===== src/rtl/mem_lsu_if.sv =====
// CPU-side access bus and word-memory port of the load/store unit.
// The master side is the environment (CPU plus word memory); the LSU is the slave.
interface mem_lsu_if;
  logic        req;
  logic        wr;
  logic [1:0]  size;
  logic        sgn;
  logic [31:0] addr;
  logic [31:0] wdata;
  logic        ready;
  logic [31:0] rdata;
  logic        misalign;
  logic        busy;
  logic [31:0] mem_a;
  logic        mem_we;
  logic [31:0] mem_wd;
  logic [31:0] mem_rd;

  modport master (
    output req, wr, size, sgn, addr, wdata, mem_rd,
    input  ready, rdata, misalign, busy, mem_a, mem_we, mem_wd
  );

  modport slave (
    input  req, wr, size, sgn, addr, wdata, mem_rd,
    output ready, rdata, misalign, busy, mem_a, mem_we, mem_wd
  );
endinterface


===== src/rtl/mem_lsu.sv =====
// Load/store unit: byte/half/word accesses to a 32-bit word memory, with
// read-modify-write for sub-word stores and a one-cycle error path for misalignment.
module mem_lsu (
  input  logic      clk,
  input  logic      rst_n,
  mem_lsu_if.slave  bus
);

  typedef enum logic [2:0] {IDLE, READ, WRITE, DONE, ERR} state_t;

  state_t      state, state_next;
  logic [31:0] addr_q;
  logic [31:0] wdata_q;
  logic [31:0] rbuf;
  logic        wr_q;
  logic        sgn_q;
  logic [1:0]  size_q;

  logic        misaligned;
  logic [4:0]  byte_sh;
  logic [4:0]  half_sh;
  logic [31:0] byte_mask;
  logic [31:0] half_mask;
  logic [7:0]  ld_byte;
  logic [15:0] ld_half;
  logic [31:0] load_val;
  logic [31:0] merge_val;

  assign misaligned = (bus.size == 2'b11) ||
                      (bus.size == 2'b01 && bus.addr[0]) ||
                      (bus.size == 2'b10 && bus.addr[1:0] != 2'b00);

  always_ff @(posedge clk) begin
    if (!rst_n) state <= IDLE;
    else        state <= state_next;
  end

  always_ff @(posedge clk) begin
    if (!rst_n) begin
      addr_q  <= '0;
      wdata_q <= '0;
      rbuf    <= '0;
      wr_q    <= 1'b0;
      sgn_q   <= 1'b0;
      size_q  <= 2'b00;
    end else begin
      if (state == IDLE && bus.req) begin
        addr_q  <= bus.addr;
        wdata_q <= bus.wdata;
        wr_q    <= bus.wr;
        sgn_q   <= bus.sgn;
        size_q  <= bus.size;
      end
      if (state == READ) rbuf <= bus.mem_rd;
    end
  end

  // Little-endian lane selection from the buffered word, shared by loads and stores.
  assign byte_sh   = {addr_q[1:0], 3'b000};
  assign half_sh   = {addr_q[1], 4'b0000};
  assign byte_mask = 32'h0000_00FF << byte_sh;
  assign half_mask = 32'h0000_FFFF << half_sh;
  assign ld_half   = addr_q[1] ? rbuf[31:16] : rbuf[15:0];

  always_comb begin
    ld_byte = rbuf[7:0];
    case (addr_q[1:0])
      2'b00:   ld_byte = rbuf[7:0];
      2'b01:   ld_byte = rbuf[15:8];
      2'b10:   ld_byte = rbuf[23:16];
      default: ld_byte = rbuf[31:24];
    endcase
  end

  always_comb begin
    load_val  = rbuf;
    merge_val = wdata_q;
    case (size_q)
      2'b00: begin
        load_val  = {{24{sgn_q & ld_byte[7]}}, ld_byte};
        merge_val = (rbuf & ~byte_mask) | ({4{wdata_q[7:0]}} & byte_mask);
      end
      2'b01: begin
        load_val  = {{16{sgn_q & ld_half[15]}}, ld_half};
        merge_val = (rbuf & ~half_mask) | ({2{wdata_q[15:0]}} & half_mask);
      end
      default: begin
        load_val  = rbuf;
        merge_val = wdata_q;
      end
    endcase
  end

  assign bus.mem_a  = {addr_q[31:2], 2'b00};
  assign bus.mem_wd = merge_val;

  // Completion outputs are also gated by rst_n so a reset never exposes a ready pulse.
  always_comb begin
    state_next   = state;
    bus.ready    = 1'b0;
    bus.misalign = 1'b0;
    bus.rdata    = '0;
    bus.busy     = 1'b1;
    bus.mem_we   = 1'b0;
    case (state)
      IDLE: begin
        bus.busy = 1'b0;
        if (bus.req) state_next = misaligned ? ERR : READ;
      end
      READ:  state_next = wr_q ? WRITE : DONE;
      WRITE: begin
        bus.mem_we = rst_n;
        state_next = DONE;
      end
      DONE: begin
        bus.ready  = rst_n;
        bus.rdata  = (wr_q || !rst_n) ? 32'h0 : load_val;
        state_next = IDLE;
      end
      ERR: begin
        bus.ready    = rst_n;
        bus.misalign = rst_n;
        state_next   = IDLE;
      end
      default: state_next = IDLE;
    endcase
  end

endmodule


===== src/flat_wrapper.sv =====
// flat-port wrapper written by rule: the top's interface ports become plain ports
module mem_lsu_flat 
  (clk, rst_n, bus_req, bus_wr, bus_size, bus_sgn, bus_addr, bus_wdata, bus_mem_rd, bus_ready, bus_rdata, bus_misalign, bus_busy, bus_mem_a, bus_mem_we, bus_mem_wd);
  mem_lsu_if bus_i ();
  input  logic clk;
  input  logic rst_n;
  input wire logic [$bits(bus_i.req)-1:0] bus_req;
  input wire logic [$bits(bus_i.wr)-1:0] bus_wr;
  input wire logic [$bits(bus_i.size)-1:0] bus_size;
  input wire logic [$bits(bus_i.sgn)-1:0] bus_sgn;
  input wire logic [$bits(bus_i.addr)-1:0] bus_addr;
  input wire logic [$bits(bus_i.wdata)-1:0] bus_wdata;
  input wire logic [$bits(bus_i.mem_rd)-1:0] bus_mem_rd;
  output wire logic [$bits(bus_i.ready)-1:0] bus_ready;
  output wire logic [$bits(bus_i.rdata)-1:0] bus_rdata;
  output wire logic [$bits(bus_i.misalign)-1:0] bus_misalign;
  output wire logic [$bits(bus_i.busy)-1:0] bus_busy;
  output wire logic [$bits(bus_i.mem_a)-1:0] bus_mem_a;
  output wire logic [$bits(bus_i.mem_we)-1:0] bus_mem_we;
  output wire logic [$bits(bus_i.mem_wd)-1:0] bus_mem_wd;
  assign bus_i.req = bus_req;
  assign bus_i.wr = bus_wr;
  assign bus_i.size = bus_size;
  assign bus_i.sgn = bus_sgn;
  assign bus_i.addr = bus_addr;
  assign bus_i.wdata = bus_wdata;
  assign bus_i.mem_rd = bus_mem_rd;
  assign bus_ready = bus_i.ready;
  assign bus_rdata = bus_i.rdata;
  assign bus_misalign = bus_i.misalign;
  assign bus_busy = bus_i.busy;
  assign bus_mem_a = bus_i.mem_a;
  assign bus_mem_we = bus_i.mem_we;
  assign bus_mem_wd = bus_i.mem_wd;
  mem_lsu u_core (.clk(clk), .rst_n(rst_n), .bus(bus_i));
endmodule

===== config.mk =====
export PLATFORM = sky130hd
export DESIGN_NAME = mem_lsu_flat
export DESIGN_NICKNAME = d
export VERILOG_FILES = /design/src/rtl/mem_lsu_if.sv /design/src/rtl/mem_lsu.sv /design/src/flat_wrapper.sv
export SDC_FILE = /design/constraint.sdc
export NUM_CORES = 1
export LEC_CHECK = 0
export ABC_CLOCK_PERIOD_IN_PS = 3850
export CAP_MARGIN = 15
export CORE_ASPECT_RATIO = 0.75
export CORE_MARGIN = 1
export CORE_UTILIZATION = 30
export CTS_BUF_LIST = sky130_fd_sc_hd__clkbuf_16
export DETAILED_ROUTE_END_ITERATION = 12
export GPL_TIMING_DRIVEN = 0
export SYNTH_ARGS = -nofsm -noshare
export SYNTH_HDL_FRONTEND = slang
export SYNTH_SLANG_ARGS = --single-unit
export TNS_END_PERCENT = 50

===== constraint.sdc =====
create_clock -name clk -period 3.85 [get_ports clk]
set_input_delay 0.77 -clock clk [delete_from_list [all_inputs] [get_ports clk]]
set_output_delay 0.77 -clock clk [all_outputs]
set_load 0.05 [all_outputs]

## After elaboration in Yosys (flattened, before gate mapping)

Cells that the tools add are included.

- Add/sub/neg operators: 0
- Multipliers: 0
- Divide/modulo/power cells: 0
- $lt $le $gt $ge: 0
- Eq/ne operators: 11
- Shift-type cells: 2
- Muxes and demuxes: 14
- Bitwise operators: 10
- Reduce and logical (&&, ||, !) cells: 12

Operators by type and width:

| cell | number |
|---|---|
| bitwise AND 32 bit | 4 |
| one-hot mux 32 bit (2 select lines) | 2 |
| 2-to-1 mux 32 bit | 2 |
| NOT 32 bit | 2 |
| bitwise OR 32 bit | 2 |
| << shifter 16 x 5 -> 32 bit, first input constant | 1 |
| << shifter 8 x 5 -> 32 bit, first input constant | 1 |
| one-hot mux 8 bit (3 select lines) | 1 |
| 2-to-1 mux 16 bit | 1 |
| one-hot mux 3 bit (3 select lines) | 1 |
| equality test 2 x 1 -> 1 bit, second input constant | 3 |
| equality test 2 bit, second input constant | 3 |
| equality test 3 x 2 -> 1 bit, second input constant | 2 |
| 2-to-1 mux 3 bit | 2 |
| 2-to-1 mux 1 bit | 5 |
| logical NOT 2 bit | 2 |
| equality test 3 x 1 -> 1 bit, second input constant | 1 |
| equality test 3 bit, second input constant | 1 |
| logical AND 1 bit | 3 |
| logical NOT 3 bit | 1 |
| logical OR 1 bit | 3 |
| bitwise AND 1 bit | 2 |
| != test 2 bit, second input constant | 1 |
| nonzero test 2 bit | 1 |
| 2 further kinds | 2 |

- Register bits after elaboration: 103
- Latch bits: 0
- RAM bits: 0
- ROM bits: 0
- Input bits: 103
- Word-level logic and storage cells: 56
- Memories kept: 0

## Longest topological paths before layout

- Depth in word-level cells: 7
- Gate-level depth with buffers: 8

## Worst setup path after synthesis

Ideal clock, no wire load.

- Path type: input-to-output
- Start point: input port rst_n
- End point: output port bus_mem_we
- Data arrival time: 2.624 ns
- Required time: 3.080 ns
- Slack: 0.456 ns
- Stages: 2
- Path buffers: 1
- Path through: clkbuf_1 -> nor4b_1

- Word-level cells in the longest chain between the ends: 1

Ends and longest elaborated chain:

| item | line | text |
|---|---|---|
| start, declared | flat_wrapper.sv:6 | `input logic rst_n;` |
| 2-to-1 mux 1 bit | mem_lsu.sv:105 | `case (state)` |
| end, declared | flat_wrapper.sv:19 | `output wire logic [$bits(bus_i.mem_we)-1:0] bus_mem_we;` |

Every way passes these cells.

## Final worst setup path

- Start point: input port rst_n
- End point: output port bus_rdata[4]

- Word-level cells in the longest chain between the ends: 4

Ends and longest elaborated chain:

| item | line | text |
|---|---|---|
| logical NOT 1 bit | - |  |
| logical OR 1 bit | mem_lsu.sv:117 | `bus.rdata = (wr_q \|\| !rst_n) ? 32'h0 : load_val;` |
| 2-to-1 mux 32 bit | mem_lsu.sv:117 |  |
| 2-to-1 mux 32 bit | mem_lsu.sv:105 |  |
| end, declared | flat_wrapper.sv:15 | `output wire logic [$bits(bus_i.rdata)-1:0] bus_rdata;` |

Every way passes these cells.

==> results.md <==
- Maximum clock frequency: 268 MHz
- Gr ovfl total: 0
- Syn Area/Cell: 7.61 um^2
- Final Core Density: 45.3%
- CP required: 3.08 ns
- Cells after Synth: 723
- Initial antenna violation count: 0
- Outcome: finished, final reports clean
- Yosys top cell area share: 37.5%
- Final ANT Viol Nets: 0
- First-pass GRT wire length: 30400 um
- Post-synth EDFFs: 0
- Initial DRT Pass Iterations: 6
- Post-synth top area cell: dfxtp_1
- Worst slew margin: 53.3%
- Hold Buf Count CTS: 0
- Clk_lat worst skew: 0.36 ns
- Synth warn: 0
- DP Cell Count: 1166
- Vias per cell: 4.80
- Total core area: 17800 um^2
- Hold Path Stages: 2
- Tot GR Track Use: 21.6%
- Lkg Pwr: 3.22 nW
- Final #Nets: 1038
- Startpoint types: input port
- Worst Skew: 0.00617 ns
- CTS tree: yes
- Peak VDD IR: 0.000224 V
- Cell variety after synth: 49
- Diode count: 0
- # DRC: 0
- Met2 routed WL: 8460 um
- Clock slew seen by the registers of the worst setup and hold paths: 0.07 ns
- Crit-path slowest cell: dlygate4sd2_1
- Top post-synthesis cells by area: dfxtp_1, nand2_1, a21boi_0, buf_4, mux2_2
- Max-slew violations: 0
- Hold Crit Class: flip-flop to flip-flop
- Root Buffer: clkbuf_16
- Top FF cell, synth: dfxtp_1
- Depth of the most critical reg-to-reg path: 6
- Setup Viol. Count Final: 0
- Critical Path End: bus_rdata[4]
- Reg2reg start: u_core.state[0]
- Post-DR wirelength/cell: 17.0 um
- Num Clock Sinks: 103
- Crit path launch: rst_n
- Post-DP HPWL: 15700 um
- Bufs on Longest Clock Path: 2
- Synth cell count leaders: nand2_1, dfxtp_1, a21boi_0, buf_4, clkbuf_1
- Most common cell in the synthesized netlist: nand2_1
- Vias in the first global route: 5281
- Final worst-path cycle share: 96.9%
- R2R Setup Slk: 1.95 ns
- Post-synthesis register bit count: 103
- Tmin final: 3.73 ns
- Pwr/cell area: 433 nW/um^2
- Row count: 42
- Synth async-reset ratio: 0%
- Worst setup EP type: output port
- I/O Buffers: 200
- CP arrival: 2.96 ns
- Top Metal Used: met4
- Non-filler instance count after layout: 1182
- RSZ-0062 raised after global routing: false
- Htree depth: 3
- Routability Congestion: 0.958
- Initial Utilization: 30.9%
- Crit Path Max Fanout: 8
- Met3 wire length: 1890 um
- Via count: 5678
- Largest net degree at the start of global routing: 19
- Synthesized area: 5500 um^2
- Sequential cell area fraction in the yosys report: 37.5%
- Worst-path cell chain: dlygate4sd2_1 > nand4b_1 > or2_2 > clkbuf_1 > nor3_1 > dlygate4sd2_1
- Die X: 158 um
- Die H: 119 um
- Area Growth Syn to Fin: 46.7%
- Post-route cell area: 8070 um^2
- Layout cells sized above 1: 10.5%
- Max-cap violations: 0
- DRT iter0 DRCs: 466
- WS Path Type: input port to output port
- Worst slew pin tran: 0.697 ns
- Post-place instance area: 7810 um^2
- CP peak stage delay: 0.56 ns
- Final hold violation count: 0
- Ports: 203
- Routed WL: 20100 um
- Crit-path most repeated cell: dlygate4sd2_1
- FF-to-FF End: u_core.rbuf[15]
- Met1 WL: 9560 um
- DIE AREA: 18900 um^2
- CTS Buf Count: 9
## metrics by stage
stage | setup TNS (ns) | power (W) | hold WS [ns] | worst slack [ns]
2_1_floorplan | 0 | 0.00212 | 0.435 | 0.456
3_3_place_gp | -12.25 | 0.00261 | 0.443 | -0.488
3_5_place_dp | -13.18 | 0.00262 | 0.445 | -0.519
4_1_cts | 0 | 0.00352 | 0.457 | 0.00139
5_1_grt | 0 | 0.00367 | 0.484 | 0.000143
6_report | 0 | 0.00349 | 0.453 | 0.118
## worst max-delay path: cells and delay by family
kind / cells / cell delay [ns]
simple gates: 3 / 0.98
buf+inv: 3 / 1.21
## cell type report
type | instances | area [um^2]
repair buffers | 200 | 1970
well taps | 242 | 303
plain buffers | 85 | 493
clock inverters | 7 | 55.1
fillers | 1839 | 9740
clock buffers | 9 | 225
flip-flops and latches | 103 | 2060
inverters | 5 | 18.8
multi-input cells | 531 | 2940
## worst min path at each step
stage                       from                end  slack (ns)
5_1_grt         u_core.addr_q[4]   u_core.addr_q[4]        0.48
4_1_cts         u_core.addr_q[4]   u_core.addr_q[4]        0.46
3_3_place_gp    u_core.addr_q[4]   u_core.addr_q[4]        0.44
6_report        u_core.addr_q[4]   u_core.addr_q[4]        0.45
2_1_floorplan  u_core.addr_q[11]  u_core.addr_q[11]        0.44
3_5_place_dp    u_core.addr_q[4]   u_core.addr_q[4]        0.45
## state kept, by name (all words and copies together) (netlist names)
register	flops
u_core.rbuf	32
u_core.wdata_q	32
u_core.addr_q	32
u_core.size_q	2
u_core.wr_q	1
u_core.sgn_q	1
u_core.state	3
## repair_timing
item                                   CTS  global route
setup endpoints to repair               34            11
gates resized for setup                 34            16
setup buffers                            0             0
endpoints found under the hold margin    0             0
## cell families after synthesis
group	count (synthesis)	synth area share (%)
compound gates	194	25.4
xor+xnor	1	0.159
buf+inv	90	9.30
flops	103	37.5
mux	25	4.98
other cells	1	0.0681
simple gates	309	22.6
## routing by layer
layer,track usage [%],vias up
met4,4.21,0
met3,5.93,20
li1,-,2836
met5,0,-
met2,31.4,235
met1,31.6,2587
## placed cells by master (no fill, tap or decap), drive strengths merged, types with 5 or more instances in the layout
master / instances
mux2i: 9
nor2: 27
a21oi: 23
buf: 53
nor3: 11
nand2: 252
o21ai: 26
a21boi: 100
o22ai: 6
clkbuf: 44
a22o: 9
clkdlybuf4s15: 6
dfxtp: 103
inv: 7
a22oi: 8
o32ai: 5
a221oi: 6
dlygate4sd2: 21
clkdlybuf4s50: 167
mux2: 16
## report_power, final
part	internal, W	switching, W
Clock	0.000448	0.000450
Sequential	0.00118	0.000123
Combinational	0.000496	0.000796
No activity file was read; power rests on OpenSTA's default activity.
